`config.mk`:
```
export PLATFORM = sky130hd
export DESIGN_NAME = vend_controller_flat
export DESIGN_NICKNAME = d
export VERILOG_FILES = /design/src/rtl/vend_controller_if.sv /design/src/rtl/vend_controller.sv /design/src/flat_wrapper.sv
export SDC_FILE = /design/constraint.sdc
export NUM_CORES = 1
export LEC_CHECK = 0
export BUFFER_PORTS_ARGS = -buffer_cell sky130_fd_sc_hd__buf_4
export CORE_MARGIN = 2
export CORE_UTILIZATION = 50
export DETAILED_ROUTE_END_ITERATION = 8
export PLACE_DENSITY_LB_ADDON = 0.1
export SYNTH_ARGS = -nofsm -noshare
export SYNTH_HDL_FRONTEND = slang
export SYNTH_SLANG_ARGS = --single-unit
```
`constraint.sdc`:
```
create_clock -name clk -period 5.2 [get_ports clk]
set_input_delay 0.78 -clock clk [delete_from_list [all_inputs] [get_ports clk]]
set_output_delay 0.78 -clock clk [all_outputs]
set_load 0.05 [all_outputs]
```
`src/rtl/vend_controller_if.sv`:
```
// rtl/vend_controller_if.sv - vending controller signal bundle (coin, keypad, refill, motor, hopper)
interface vend_controller_if #(
    parameter int SEL_W    = 2,
    parameter int STOCK_W  = 4,
    parameter int CREDIT_W = 3
);
    localparam int NUM_SLOTS = 2 ** SEL_W;

    logic                 coin_valid;
    logic [1:0]           coin_val;
    logic                 sel_valid;
    logic [SEL_W-1:0]     sel;
    logic                 cancel;
    logic                 refill_valid;
    logic [SEL_W-1:0]     refill_slot;
    logic [STOCK_W-1:0]   refill_cnt;
    logic                 disp_req;
    logic [SEL_W-1:0]     disp_slot;
    logic                 disp_ack;
    logic                 chg_req;
    logic                 chg_ack;
    logic                 coin_reject;
    logic                 sel_nack;
    logic [CREDIT_W-1:0]  credit;
    logic [NUM_SLOTS-1:0] sold_out;
    logic                 busy;

    modport master (
        input  coin_valid, coin_val, sel_valid, sel, cancel,
               refill_valid, refill_slot, refill_cnt, disp_ack, chg_ack,
        output disp_req, disp_slot, chg_req, coin_reject, sel_nack,
               credit, sold_out, busy
    );

    modport slave (
        output coin_valid, coin_val, sel_valid, sel, cancel,
               refill_valid, refill_slot, refill_cnt, disp_ack, chg_ack,
        input  disp_req, disp_slot, chg_req, coin_reject, sel_nack,
               credit, sold_out, busy
    );
endinterface

```
`src/rtl/vend_controller.sv`:
```
// rtl/vend_controller.sv - vending transaction controller: credit, per-slot stock, dispense then change
module vend_controller #(
    parameter int SEL_W      = 2,
    parameter int STOCK_W    = 4,
    parameter int INIT_STOCK = 4,
    parameter int PRICE      = 3,
    parameter int MAX_CREDIT = 6,
    parameter int CREDIT_W   = 3
) (
    input  logic               clk,
    input  logic               rst,
    vend_controller_if.master  bus
);
    localparam int NUM_SLOTS = 2 ** SEL_W;
    localparam logic [STOCK_W-1:0] STOCK_MAX = '1;

    typedef enum logic [1:0] {S_IDLE, S_COLLECT, S_DISPENSE, S_CHANGE} state_t;

    state_t               state_q, state_d;
    logic [CREDIT_W-1:0]  credit_q, credit_d;
    logic [STOCK_W-1:0]   stock_q [NUM_SLOTS];
    logic [STOCK_W-1:0]   stock_d [NUM_SLOTS];
    logic                 disp_req_q, disp_req_d;
    logic [SEL_W-1:0]     disp_slot_q, disp_slot_d;
    logic                 chg_req_q, chg_req_d;
    logic                 coin_reject_q, coin_reject_d;
    logic                 sel_nack_q, sel_nack_d;
    logic                 busy_q;
    logic [NUM_SLOTS-1:0] sold_out;

    logic [CREDIT_W:0]    coin_units;
    logic [CREDIT_W:0]    credit_sum;
    logic                 coin_ok;
    logic                 sale_ok;
    logic [STOCK_W:0]     refill_sum;

    always_comb begin
        coin_units = '0;
        case (bus.coin_val)
            2'b01:   coin_units = (CREDIT_W+1)'(1);
            2'b10:   coin_units = (CREDIT_W+1)'(2);
            default: coin_units = '0;
        endcase
        credit_sum = {1'b0, credit_q} + coin_units;
        coin_ok    = (coin_units != '0) && (credit_sum <= (CREDIT_W+1)'(MAX_CREDIT));
        sale_ok    = (stock_q[bus.sel] != '0) && (credit_q >= CREDIT_W'(PRICE));
    end

    always_comb begin
        state_d       = state_q;
        credit_d      = credit_q;
        stock_d       = stock_q;
        disp_req_d    = disp_req_q;
        disp_slot_d   = disp_slot_q;
        chg_req_d     = chg_req_q;
        coin_reject_d = 1'b0;
        sel_nack_d    = 1'b0;
        refill_sum    = '0;

        case (state_q)
            S_IDLE: begin
                sel_nack_d = bus.sel_valid;
                if (bus.coin_valid) begin
                    if (coin_ok) begin
                        credit_d = credit_sum[CREDIT_W-1:0];
                        state_d  = S_COLLECT;
                    end else begin
                        coin_reject_d = 1'b1;
                    end
                end
            end
            S_COLLECT: begin
                // cancel beats selection beats coin; a nacked selection leaves the coin path open
                if (bus.cancel) begin
                    state_d       = S_CHANGE;
                    chg_req_d     = 1'b1;
                    coin_reject_d = bus.coin_valid;
                end else if (bus.sel_valid && sale_ok) begin
                    credit_d         = credit_q - CREDIT_W'(PRICE);
                    stock_d[bus.sel] = stock_q[bus.sel] - STOCK_W'(1);
                    disp_slot_d      = bus.sel;
                    disp_req_d       = 1'b1;
                    state_d          = S_DISPENSE;
                    coin_reject_d    = bus.coin_valid;
                end else begin
                    sel_nack_d = bus.sel_valid;
                    if (bus.coin_valid) begin
                        if (coin_ok) credit_d = credit_sum[CREDIT_W-1:0];
                        else         coin_reject_d = 1'b1;
                    end
                end
            end
            S_DISPENSE: begin
                coin_reject_d = bus.coin_valid;
                if (bus.disp_ack) begin
                    disp_req_d = 1'b0;
                    if (credit_q != '0) begin
                        state_d   = S_CHANGE;
                        chg_req_d = 1'b1;
                    end else begin
                        state_d = S_IDLE;
                    end
                end
            end
            S_CHANGE: begin
                coin_reject_d = bus.coin_valid;
                if (bus.chg_ack) begin
                    credit_d = credit_q - CREDIT_W'(1);
                    if (credit_q == CREDIT_W'(1)) begin
                        chg_req_d = 1'b0;
                        state_d   = S_IDLE;
                    end
                end
            end
            default: state_d = S_IDLE;
        endcase

        // refill lands on top of any same-cycle sale decrement, saturating at full scale
        if ((state_q == S_IDLE || state_q == S_COLLECT) && bus.refill_valid) begin
            refill_sum = {1'b0, stock_d[bus.refill_slot]} + {1'b0, bus.refill_cnt};
            stock_d[bus.refill_slot] = refill_sum[STOCK_W] ? STOCK_MAX : refill_sum[STOCK_W-1:0];
        end
    end

    always_ff @(posedge clk) begin
        if (rst) begin
            state_q       <= S_IDLE;
            credit_q      <= '0;
            disp_req_q    <= 1'b0;
            disp_slot_q   <= '0;
            chg_req_q     <= 1'b0;
            coin_reject_q <= 1'b0;
            sel_nack_q    <= 1'b0;
            busy_q        <= 1'b0;
            for (int i = 0; i < NUM_SLOTS; i++) stock_q[i] <= STOCK_W'(INIT_STOCK);
        end else begin
            state_q       <= state_d;
            credit_q      <= credit_d;
            disp_req_q    <= disp_req_d;
            disp_slot_q   <= disp_slot_d;
            chg_req_q     <= chg_req_d;
            coin_reject_q <= coin_reject_d;
            sel_nack_q    <= sel_nack_d;
            busy_q        <= (state_d == S_DISPENSE) || (state_d == S_CHANGE);
            stock_q       <= stock_d;
        end
    end

    always_comb begin
        sold_out = '0;
        for (int i = 0; i < NUM_SLOTS; i++) sold_out[i] = (stock_q[i] == '0);
    end

    assign bus.disp_req    = disp_req_q;
    assign bus.disp_slot   = disp_slot_q;
    assign bus.chg_req     = chg_req_q;
    assign bus.coin_reject = coin_reject_q;
    assign bus.sel_nack    = sel_nack_q;
    assign bus.credit      = credit_q;
    assign bus.busy        = busy_q;
    assign bus.sold_out    = sold_out;
endmodule

```
`src/flat_wrapper.sv`:
```
// flat-port wrapper written by rule: the top's interface ports become plain ports
module vend_controller_flat 
#(
    parameter int SEL_W      = 2,
    parameter int STOCK_W    = 4,
    parameter int INIT_STOCK = 4,
    parameter int PRICE      = 3,
    parameter int MAX_CREDIT = 6,
    parameter int CREDIT_W   = 3
)
  (clk, rst, bus_coin_valid, bus_coin_val, bus_sel_valid, bus_sel, bus_cancel, bus_refill_valid, bus_refill_slot, bus_refill_cnt, bus_disp_ack, bus_chg_ack, bus_disp_req, bus_disp_slot, bus_chg_req, bus_coin_reject, bus_sel_nack, bus_credit, bus_sold_out, bus_busy);
  vend_controller_if #(.SEL_W(SEL_W), .STOCK_W(STOCK_W), .CREDIT_W(CREDIT_W)) bus_i ();
  input  logic clk;
  input  logic rst;
  input wire logic [$bits(bus_i.coin_valid)-1:0] bus_coin_valid;
  input wire logic [$bits(bus_i.coin_val)-1:0] bus_coin_val;
  input wire logic [$bits(bus_i.sel_valid)-1:0] bus_sel_valid;
  input wire logic [$bits(bus_i.sel)-1:0] bus_sel;
  input wire logic [$bits(bus_i.cancel)-1:0] bus_cancel;
  input wire logic [$bits(bus_i.refill_valid)-1:0] bus_refill_valid;
  input wire logic [$bits(bus_i.refill_slot)-1:0] bus_refill_slot;
  input wire logic [$bits(bus_i.refill_cnt)-1:0] bus_refill_cnt;
  input wire logic [$bits(bus_i.disp_ack)-1:0] bus_disp_ack;
  input wire logic [$bits(bus_i.chg_ack)-1:0] bus_chg_ack;
  output wire logic [$bits(bus_i.disp_req)-1:0] bus_disp_req;
  output wire logic [$bits(bus_i.disp_slot)-1:0] bus_disp_slot;
  output wire logic [$bits(bus_i.chg_req)-1:0] bus_chg_req;
  output wire logic [$bits(bus_i.coin_reject)-1:0] bus_coin_reject;
  output wire logic [$bits(bus_i.sel_nack)-1:0] bus_sel_nack;
  output wire logic [$bits(bus_i.credit)-1:0] bus_credit;
  output wire logic [$bits(bus_i.sold_out)-1:0] bus_sold_out;
  output wire logic [$bits(bus_i.busy)-1:0] bus_busy;
  assign bus_i.coin_valid = bus_coin_valid;
  assign bus_i.coin_val = bus_coin_val;
  assign bus_i.sel_valid = bus_sel_valid;
  assign bus_i.sel = bus_sel;
  assign bus_i.cancel = bus_cancel;
  assign bus_i.refill_valid = bus_refill_valid;
  assign bus_i.refill_slot = bus_refill_slot;
  assign bus_i.refill_cnt = bus_refill_cnt;
  assign bus_i.disp_ack = bus_disp_ack;
  assign bus_i.chg_ack = bus_chg_ack;
  assign bus_disp_req = bus_i.disp_req;
  assign bus_disp_slot = bus_i.disp_slot;
  assign bus_chg_req = bus_i.chg_req;
  assign bus_coin_reject = bus_i.coin_reject;
  assign bus_sel_nack = bus_i.sel_nack;
  assign bus_credit = bus_i.credit;
  assign bus_sold_out = bus_i.sold_out;
  assign bus_busy = bus_i.busy;
  vend_controller #(.SEL_W(SEL_W), .STOCK_W(STOCK_W), .INIT_STOCK(INIT_STOCK), .PRICE(PRICE), .MAX_CREDIT(MAX_CREDIT), .CREDIT_W(CREDIT_W)) u_core (.clk(clk), .rst(rst), .bus(bus_i));
endmodule
```
==> results of run 1 <==
## registers in the layout, indices dropped and copies added, names as in the netlist
name / flops
u_core.state_q: 2
u_core.bus.sel_nack: 1
u_core.bus.disp_req: 1
u_core.stock_q: 16
u_core.bus.credit: 3
u_core.bus.disp_slot: 2
u_core.bus.coin_reject: 1
u_core.bus.busy: 1
u_core.bus.chg_req: 1
## cells in the mapped netlist, types with 5 or more instances
| library cell | number | area [µm²] |
|---|---|---|
| nor2_1 | 29 | 109 |
| mux2i_1 | 5 | 50.1 |
| mux2_2 | 7 | 78.8 |
| o21ai_0 | 11 | 55.1 |
| a21oi_1 | 15 | 75.1 |
| nand3_1 | 7 | 35.0 |
| a211oi_1 | 7 | 52.6 |
| nand2_1 | 30 | 113 |
| dfxtp_1 | 28 | 561 |
| ha_1 | 14 | 175 |
| inv_1 | 15 | 56.3 |
| o211ai_1 | 10 | 75.1 |
| nor2b_1 | 5 | 31.3 |
| clkbuf_1 | 8 | 30.0 |
| a21o_1 | 6 | 45.0 |
## critical path, delay by kind of cell
family	cells	cell delay [ps]
mux	3	1470
compound gates	4	1240
fa+ha+maj	2	490
simple gates	3	430
buf+inv	3	380
## power by group through the flow
stage                     logic, mW  clock network [mW]  registers [mW]
after global routing          0.266               0.130           0.262
after global placement        0.236                   0           0.264
final                         0.240               0.118           0.259
after detailed placement      0.237                   0           0.264
after CTS                     0.239               0.120           0.259
after floorplan               0.163                   0           0.275
## cell families after synthesis
group	share of synthesized area, %
xor gates and xnor gates	2.33
DFF	24.9
AOI/OAI and AO/OA	24.4
buffers and inverters	5.89
muxes	12.9
adders and majority gates	9.55
and+or+nand+nor	20.0
## routing by layer
metal | track usage [%] | up-vias | part of all wire, %
li1 | - | 1032 | -
met5 | 0 | - | 0
met4 | 5.03 | 0 | 0.86
met1 | 37.0 | 976 | 48
met2 | 34.4 | 68 | 43
met3 | 3.28 | 4 | 7.3
## path summary, 6_finish.rpt
| kind | cells after the start | end | from | slack (ps) |
|---|---|---|---|---|
| worst max register to register | 14 | u_core.stock_q[12] | u_core.stock_q[8] | 960 |
| worst min register to register | 2 | u_core.bus.disp_slot[1] | u_core.bus.disp_slot[1] | 460 |
| worst min-delay path | 2 | u_core.bus.disp_slot[1] | u_core.bus.disp_slot[1] | 460 |
| worst max-delay path | 15 | u_core.stock_q[12] | bus_sel[0] | 560 |
## layout make-up
class | instances | area (µm²)
Fill cell | 407 | 1830
Tap cell | 52 | 65.1
Sequential cell | 28 | 561
Timing Repair Buffer | 32 | 240
Inverter | 15 | 56.3
Clock buffer | 3 | 41.3
Multi-Input combinational cell | 210 | 1560
==> impl_metrics.yaml, run 1 <==
power:
  p_sw_share_pct: 38.6
  vdd_drop_max_v: 0.000127
  p_clk_share_pct: 19.1
  leakage_nw: 1.19
  finalPower_uw: 617
  power.internal_uw: 379
  p_switching_uw: 238
  seqPwrFrac_pct: 42.0
  p_per_area_nw_per_um2: 244
  combPwrFrac_pct: 38.9
yosys:
  netlist-cell-type-count: 53
  ys_seq_area_share_pct: 24.9
  yosys_warnings: 0
  synth_edf_count: 0
  postSynthCellCount: 267
  synth_flop_cell: "dfxtp_1"
  syn-num-nets: 301
  synth.avg_cell_area_um2: 8.44
  syn_area_um2: 2250
  ys_ff_latch: 28
  synth-async-reset-ratio_pct: 0
global_route:
  grt_max_degree: 22
  grt_pass1_wl_um: 9480
  antenna_found_initial: 0
  grt_pass1_vias: 1880
  grt_overflow_total: 0
  track_usage_pct: 23.6
sta:
  slew_headroom_pct: 56.8
  setup_viol: 0
  max_freq_ghz: 0.215
  final_hold_viol_count: 0
  rsz0062_at_grt: "false"
  whs_ps: 461
  period_needed_ps: 4640
  fin_worst_skew_ps: 4.90
  tightest_slew_ps: 649
  fin_ws_ps: 558
  drv_slew: 0
  setup-tns-final_ps: 0
  period_share_pct: 89.3
layout:
  drive_gt1_share_pct: 18.1
  layoutNonFillerInstCount: 340
  diodes: 0
  layout_commonest_cell: "buf_4"
  layout_common_cells: "32 x buf_4, 30 x nand2_1, 29 x nor2_1"
  syn2layout_area_growth_pct: 12.0
  nNetsFinal: 324
  fin_util_pct: 58.0
  stdcell_area_um2: 2520
clock_tree:
  cts_sinks: 28
  clk_pin_slew_ps: 90
  worstSkewPairLatency_ps: 270
  cts_setup_buffers: 0
  cts_tree: "built"
  cts-root-buf: "clkbuf_8"
  cts_resized: 0
  clock_path_buffers: 2
  ctsHoldBuffers: 0
  cts_buffers: 3
  h-tree-depth: 1
run_status:
  status: "complete, no violations"
floorplanning:
  io_pins: 32
  die_h_um: 71.1
  dieArea_um2: 5060
  initial_core_util_pct: 51.8
  fp.dieW_um: 71.1
  core_um2: 4350
  fp-row-count: 24
placed_design:
  placed_cell_area_um2: 2480
  dp_slack_ps: 312
  io_buffers: 31
  place_hpwl_um: 4320
  gp_congestion: 0.873
  placedCellCount: 337
detailed_routing:
  wl_per_cell_um: 16.7
  routed_via_density: 6.12
  dr.pass1.iters: 5
  ant_nets: 0
  drc: 0
  dr.first_iter.drc_count: 163
  wl_um: 5690
  num_vias: 2080
critical_path:
  worstSetupPathType: "input pin to flip-flop"
  end_kind: "flip-flop"
  cp_data_required_time_ps: 5360
  crit_fanout: 12
  path_cells: "buf_4, mux4_1, inv_1, ha_1, inv_1, o311a_4, nand4_1, mux2_2, mux4_2, ha_1, a21o_1, a211oi_1, nor2_1, a21oi_1, nor2_1"
  critPathSlowestCell: "mux4_1"
  critPathLaunchType: "input pin"
  crit_arrival_ps: 4810
  worst_path_largest_cell_delay_ps: 610
min_path:
  hold_class: "flip-flop to flip-flop"
run:
  maxCapViolCount: 0
(Power assumes the default switching activity.)
==> inputs of run 2 (changes only) <==
==> constraint.sdc (replaced) <==
create_clock -name clk -period 5.2 [get_ports clk]
set_input_delay 0.52 -clock clk [delete_from_list [all_inputs] [get_ports clk]]
set_output_delay 0.52 -clock clk [all_outputs]
set_load 0.05 [all_outputs]
==> run 2 against run 1 <==
  * Worst hold slack improved by 1.6 ps
  * Cell area up 0.25%
  * Maximum frequency increased by 3.8%
  * Largest power group unchanged
  * Sequential power barely moved
  * Global-route usage shrank 0.068 points
  * Register-to-register slack worse by 100 ps
  * Worst setup slack improved by 170 ps
  * Critical endpoint is now u_core.stock_q[8]
  * Via count rose by 0.29%
  * Cell count is the same
==> impl_metrics.yaml, run 2 (synthesis results as in run 1) <==
run_status:
  status: "complete, no violations"
critical_path:
  cp_data_required_time_ps: 5380
  worstSetupPathType: "input pin to flip-flop"
  crit_arrival_ps: 4650
  end_kind: "flip-flop"
  crit_fanout: 12
  critPathLaunchType: "input pin"
floorplanning:
  fp.dieW_um: 71.1
  dieArea_um2: 5060
  fp-row-count: 24
  io_pins: 32
  core_um2: 4350
  die_h_um: 71.1
  initial_core_util_pct: 51.8
min_path:
  hold_class: "flip-flop to flip-flop"
clock_tree:
  ctsHoldBuffers: 0
  cts_sinks: 28
  cts-root-buf: "clkbuf_8"
  cts_tree: "built"
  h-tree-depth: 1
  worstSkewPairLatency_ps: 280
  cts_setup_buffers: 0
  clock_path_buffers: 2
  clk_pin_slew_ps: 100
  cts_resized: 0
  cts_buffers: 3
power:
  vdd_drop_max_v: 0.000178
  leakage_nw: 1.19
  finalPower_uw: 638
  p_per_area_nw_per_um2: 252
detailed_routing:
  wl_per_cell_um: 17.0
  dr.first_iter.drc_count: 195
  ant_nets: 0
  num_vias: 2086
  dr.pass1.iters: 4
  wl_um: 5790
  routed_via_density: 6.14
  drc: 0
global_route:
  grt_max_degree: 22
  track_usage_pct: 23.5
  grt_pass1_vias: 1925
  grt_pass1_wl_um: 9490
  antenna_found_initial: 0
  grt_overflow_total: 0
sta:
  slew_headroom_pct: 55.1
  tightest_slew_ps: 673
  fin_ws_ps: 729
  setup_viol: 0
  drv_slew: 0
  final_hold_viol_count: 0
  period_needed_ps: 4470
  setup-tns-final_ps: 0
  max_freq_ghz: 0.224
  rsz0062_at_grt: "false"
  period_share_pct: 86.0
  fin_worst_skew_ps: 10.1
layout:
  layoutNonFillerInstCount: 340
  drive_gt1_share_pct: 18.1
  layout_commonest_cell: "buf_4"
  diodes: 0
  nNetsFinal: 323
  multi_input_area_um2: 1560
  final-seq-area_um2: 561
  syn2layout_area_growth_pct: 12.3
  largest_register_ffs: 16
  top_register: "u_core.stock_q"
  fillers: 406
  layout_common_cells: "31 x buf_4, 30 x nand2_1, 29 x nor2_1"
placed_design:
  gp_congestion: 0.867
  placedCellCount: 336
  dp_slack_ps: 472
  io_buffers: 31
  place_hpwl_um: 4380
run:
  maxCapViolCount: 0
run 2: worst paths after layout:
| check | start | end | slack [ps] | cells after the start |
|---|---|---|---|---|
| setup reg to reg | u_core.stock_q[8] | u_core.stock_q[8] | 860 | 14 |
| hold / removal | u_core.bus.disp_slot[1] | u_core.bus.disp_slot[1] | 460 | 2 |
| hold reg to reg | u_core.bus.disp_slot[1] | u_core.bus.disp_slot[1] | 460 | 2 |
| setup / recovery | bus_sel[0] | u_core.stock_q[8] | 730 | 15 |
run 2: routing by layer:
layer / wire (µm) / GRT usage (%) / vias to the layer above / share of wire [%]
li1: - / - / 1034 / -
met1: 2870 / 36.0 / 988 / 50
met2: 2560 / 34.8 / 58 / 44
met3: 288 / 3.85 / 6 / 5.0
met4: 68 / 5.24 / 0 / 1.2
met5: 0 / 0 / - / 0
run 2: layout make-up:
class	instances	area share, %
Sequential cell	28	22.2
Tap cell	52	2.57
Multi-Input combinational cell	210	61.7
Inverter	15	2.23
Clock buffer	4	2.18
Timing Repair Buffer	31	9.20
run 2: through the flow:
step,util (%),cell area (µm²),hold slack (ps)
floorplan,-,2250,522
global placement,56.8,2470,446
detailed placement,56.8,2470,450
CTS,58.1,2530,465
global route,58.1,2530,491
finish,58.1,2530,462
run 2: critical path: stages:
cell	delay, ps
buf_4	180
mux4_1	620
inv_1	130
ha_1	150
inv_1	70
o311a_4	440
nand4_1	260
mux2_2	390
mux4_2	470
ha_1	360
a21o_1	220
a211oi_1	500
nor2_1	120
a21oi_1	150
nor2_1	50
run 2: where the power goes:
| part | total [mW] | switching [mW] | leakage, nW | internal [mW] |
|---|---|---|---|---|
| Clock | 0.138 | 0.0702 | 0.0288 | 0.0679 |
| Sequential | 0.259 | 0.0280 | 0.229 | 0.231 |
| Combinational | 0.240 | 0.146 | 0.932 | 0.0946 |
| Total | 0.638 | 0.244 | 1.19 | 0.393 |
==> inputs of run 3 (changes only) <==
Settings changed: CORE_MARGIN 2 to 3, GPL_TIMING_DRIVEN set to 0.
==> run 3 against run 2 <==
  * Combinational power is 7% higher
  * Via count is 4.4% higher
  * Sequential power is 3% lower
  * Critical endpoint unchanged
  * Largest cell class unchanged
==> impl_metrics.yaml, run 3 (synthesis results as in run 1) <==
sta:
  max_freq_ghz: 0.214
  setup-tns-final_ps: 0
  slew_headroom_pct: 50.6
  fin_ws_ps: 530
  final_hold_viol_count: 0
  fin_worst_skew_ps: 8.71
  drv_slew: 0
  period_share_pct: 89.8
  tightest_slew_ps: 734
  setup_viol: 0
  rsz0062_at_grt: "false"
  whs_ps: 460
  period_needed_ps: 4670
placed_design:
  io_buffers: 31
  dp_slack_ps: 310
  place_hpwl_um: 4660
  gp_congestion: 0.911
  placedCellCount: 348
layout:
  nNetsFinal: 337
  layout_commonest_cell: "buf_4"
  layoutNonFillerInstCount: 352
  largest_register_ffs: 16
  top_register: "u_core.stock_q"
  drive_gt1_share_pct: 18.5
  diodes: 0
  syn2layout_area_growth_pct: 16.3
  layout_common_cells: "31 x buf_4, 30 x nand2_1, 29 x nor2_1"
critical_path:
  critPathLaunch: "bus_sel[0]"
  path_delay_family: "multiplexers"
  r2r_cells: 15
  worst-path-buf-inv: 5
  r2r-start: "u_core.stock_q[12]"
  critPathSlowestCell: "mux4_1"
  crit_arrival_ps: 4830
  path_cells: "buf_4, buf_6, mux4_1, inv_1, ha_1, inv_1, o311a_4, buf_6, nand4b_2, mux2_2, mux4_2, ha_1, a21o_1, a211oi_1, nor2_1, a21oi_1, nor2_1"
  crit_cells: 17
  crit_fanout: 10
  worstSetupPathType: "input pin to flip-flop"
  cp_data_required_time_ps: 5360
  r2r_setup_slack_ps: 690
  worst_path_largest_cell_delay_ps: 640
  worstSetupEndpoint: "u_core.stock_q[8]"
  end_kind: "flip-flop"
  critPathLaunchType: "input pin"
  r2r-end: "u_core.stock_q[8]"
detailed_routing:
  wl_per_cell_um: 16.7
  drc: 0
  ant_nets: 0
  routed_via_density: 6.18
  num_vias: 2177
  wl_um: 5890
  dr.first_iter.drc_count: 152
  dr.pass1.iters: 5
floorplanning:
  dieArea_um2: 5350
  io_pins: 32
  fp-row-count: 23
  fp.dieW_um: 73.1
  die_h_um: 73.1
  initial_core_util_pct: 54.0
  core_um2: 4170
clock_tree:
  cts_resized: 0
  h-tree-depth: 1
  clk_pin_slew_ps: 100
  cts_tree: "built"
  worstSkewPairLatency_ps: 290
  cts-root-buf: "clkbuf_8"
  cts_setup_buffers: 0
  cts_sinks: 28
  ctsHoldBuffers: 0
  clock_path_buffers: 2
  cts_buffers: 3
global_route:
  grt_overflow_total: 0
  antenna_found_initial: 0
  grt_pass1_wl_um: 9520
  track_usage_pct: 23.0
  grt_max_degree: 17
  grt_pass1_vias: 1882
run:
  maxCapViolCount: 0
min_path:
  hold_class: "flip-flop to flip-flop"
  min_from: "u_core.bus.disp_slot[1]"
power:
  finalPower_uw: 685
  leakage_nw: 1.23
  p_per_area_nw_per_um2: 262
  vdd_drop_max_v: 0.000157
run_status:
  status: "complete, no violations"
[run 3: changes by cell type in the layout (fill, tap and decap cells not counted)]
cell and delta:
buf_1 +2, buf_6 +3, clkbuf_1 +8, clkbuf_8 -1
bufinv_16 +1, buf_2 +1
[run 3: through the flow]
step / utilization [%] / cell area [µm²]
6_report: 62.8 / 2620
5_1_grt: 62.8 / 2620
4_1_cts: 62.8 / 2620
3_5_place_dp: 61.1 / 2550
3_3_place_gp: 61.1 / 2550
2_1_floorplan: - / 2250
[run 3: final cells by class]
class,count,area (µm²)
clock buffers,3,41.3
inverters,15,56.3
well taps,50,62.6
plain buffers,14,76.3
flip-flops and latches,28,561
clock inverters,1,30.0
multi-input cells,210,1560
fillers,391,1550
repair buffers,31,233
[run 3: how the worst min path moves through the flow]
stage	cells past startpoint	slack (ps)	endpoint
finish	2	460	u_core.bus.disp_slot[1]
global route	3	480	u_core.bus.coin_reject
CTS	2	460	u_core.bus.disp_slot[1]
detailed placement	2	450	u_core.bus.disp_slot[1]
global placement	2	450	u_core.bus.disp_slot[1]
floorplan	2	520	u_core.bus.coin_reject
[run 3: metal layers]
metal | global-route usage, % | part of all wire, % | up-vias
met5 | 0 | 0 | -
met1 | 36.8 | 48 | 1014
met3 | 2.48 | 8.9 | 5
met2 | 32.5 | 42 | 98
li1 | - | - | 1060
met4 | 5.12 | 0.78 | 0
[run 3: worst register-to-register path: stages, from the launching register on]
cell and delay (ps):
dfxtp_1 380, mux4_1 580, inv_1 150, ha_1 160, inv_1 80, o311a_4 390
buf_6 150, nand4b_2 190, mux2_2 370, mux4_2 460, ha_1 360, a21o_1 220
a211oi_1 610, nor2_1 110, a21oi_1 140, nor2_1 50
[run 3: power breakdown]
group | switching, mW | total, mW | internal, mW
clock network | 0.0731 | 0.176 | 0.103
registers | 0.0201 | 0.251 | 0.231
logic | 0.157 | 0.258 | 0.100
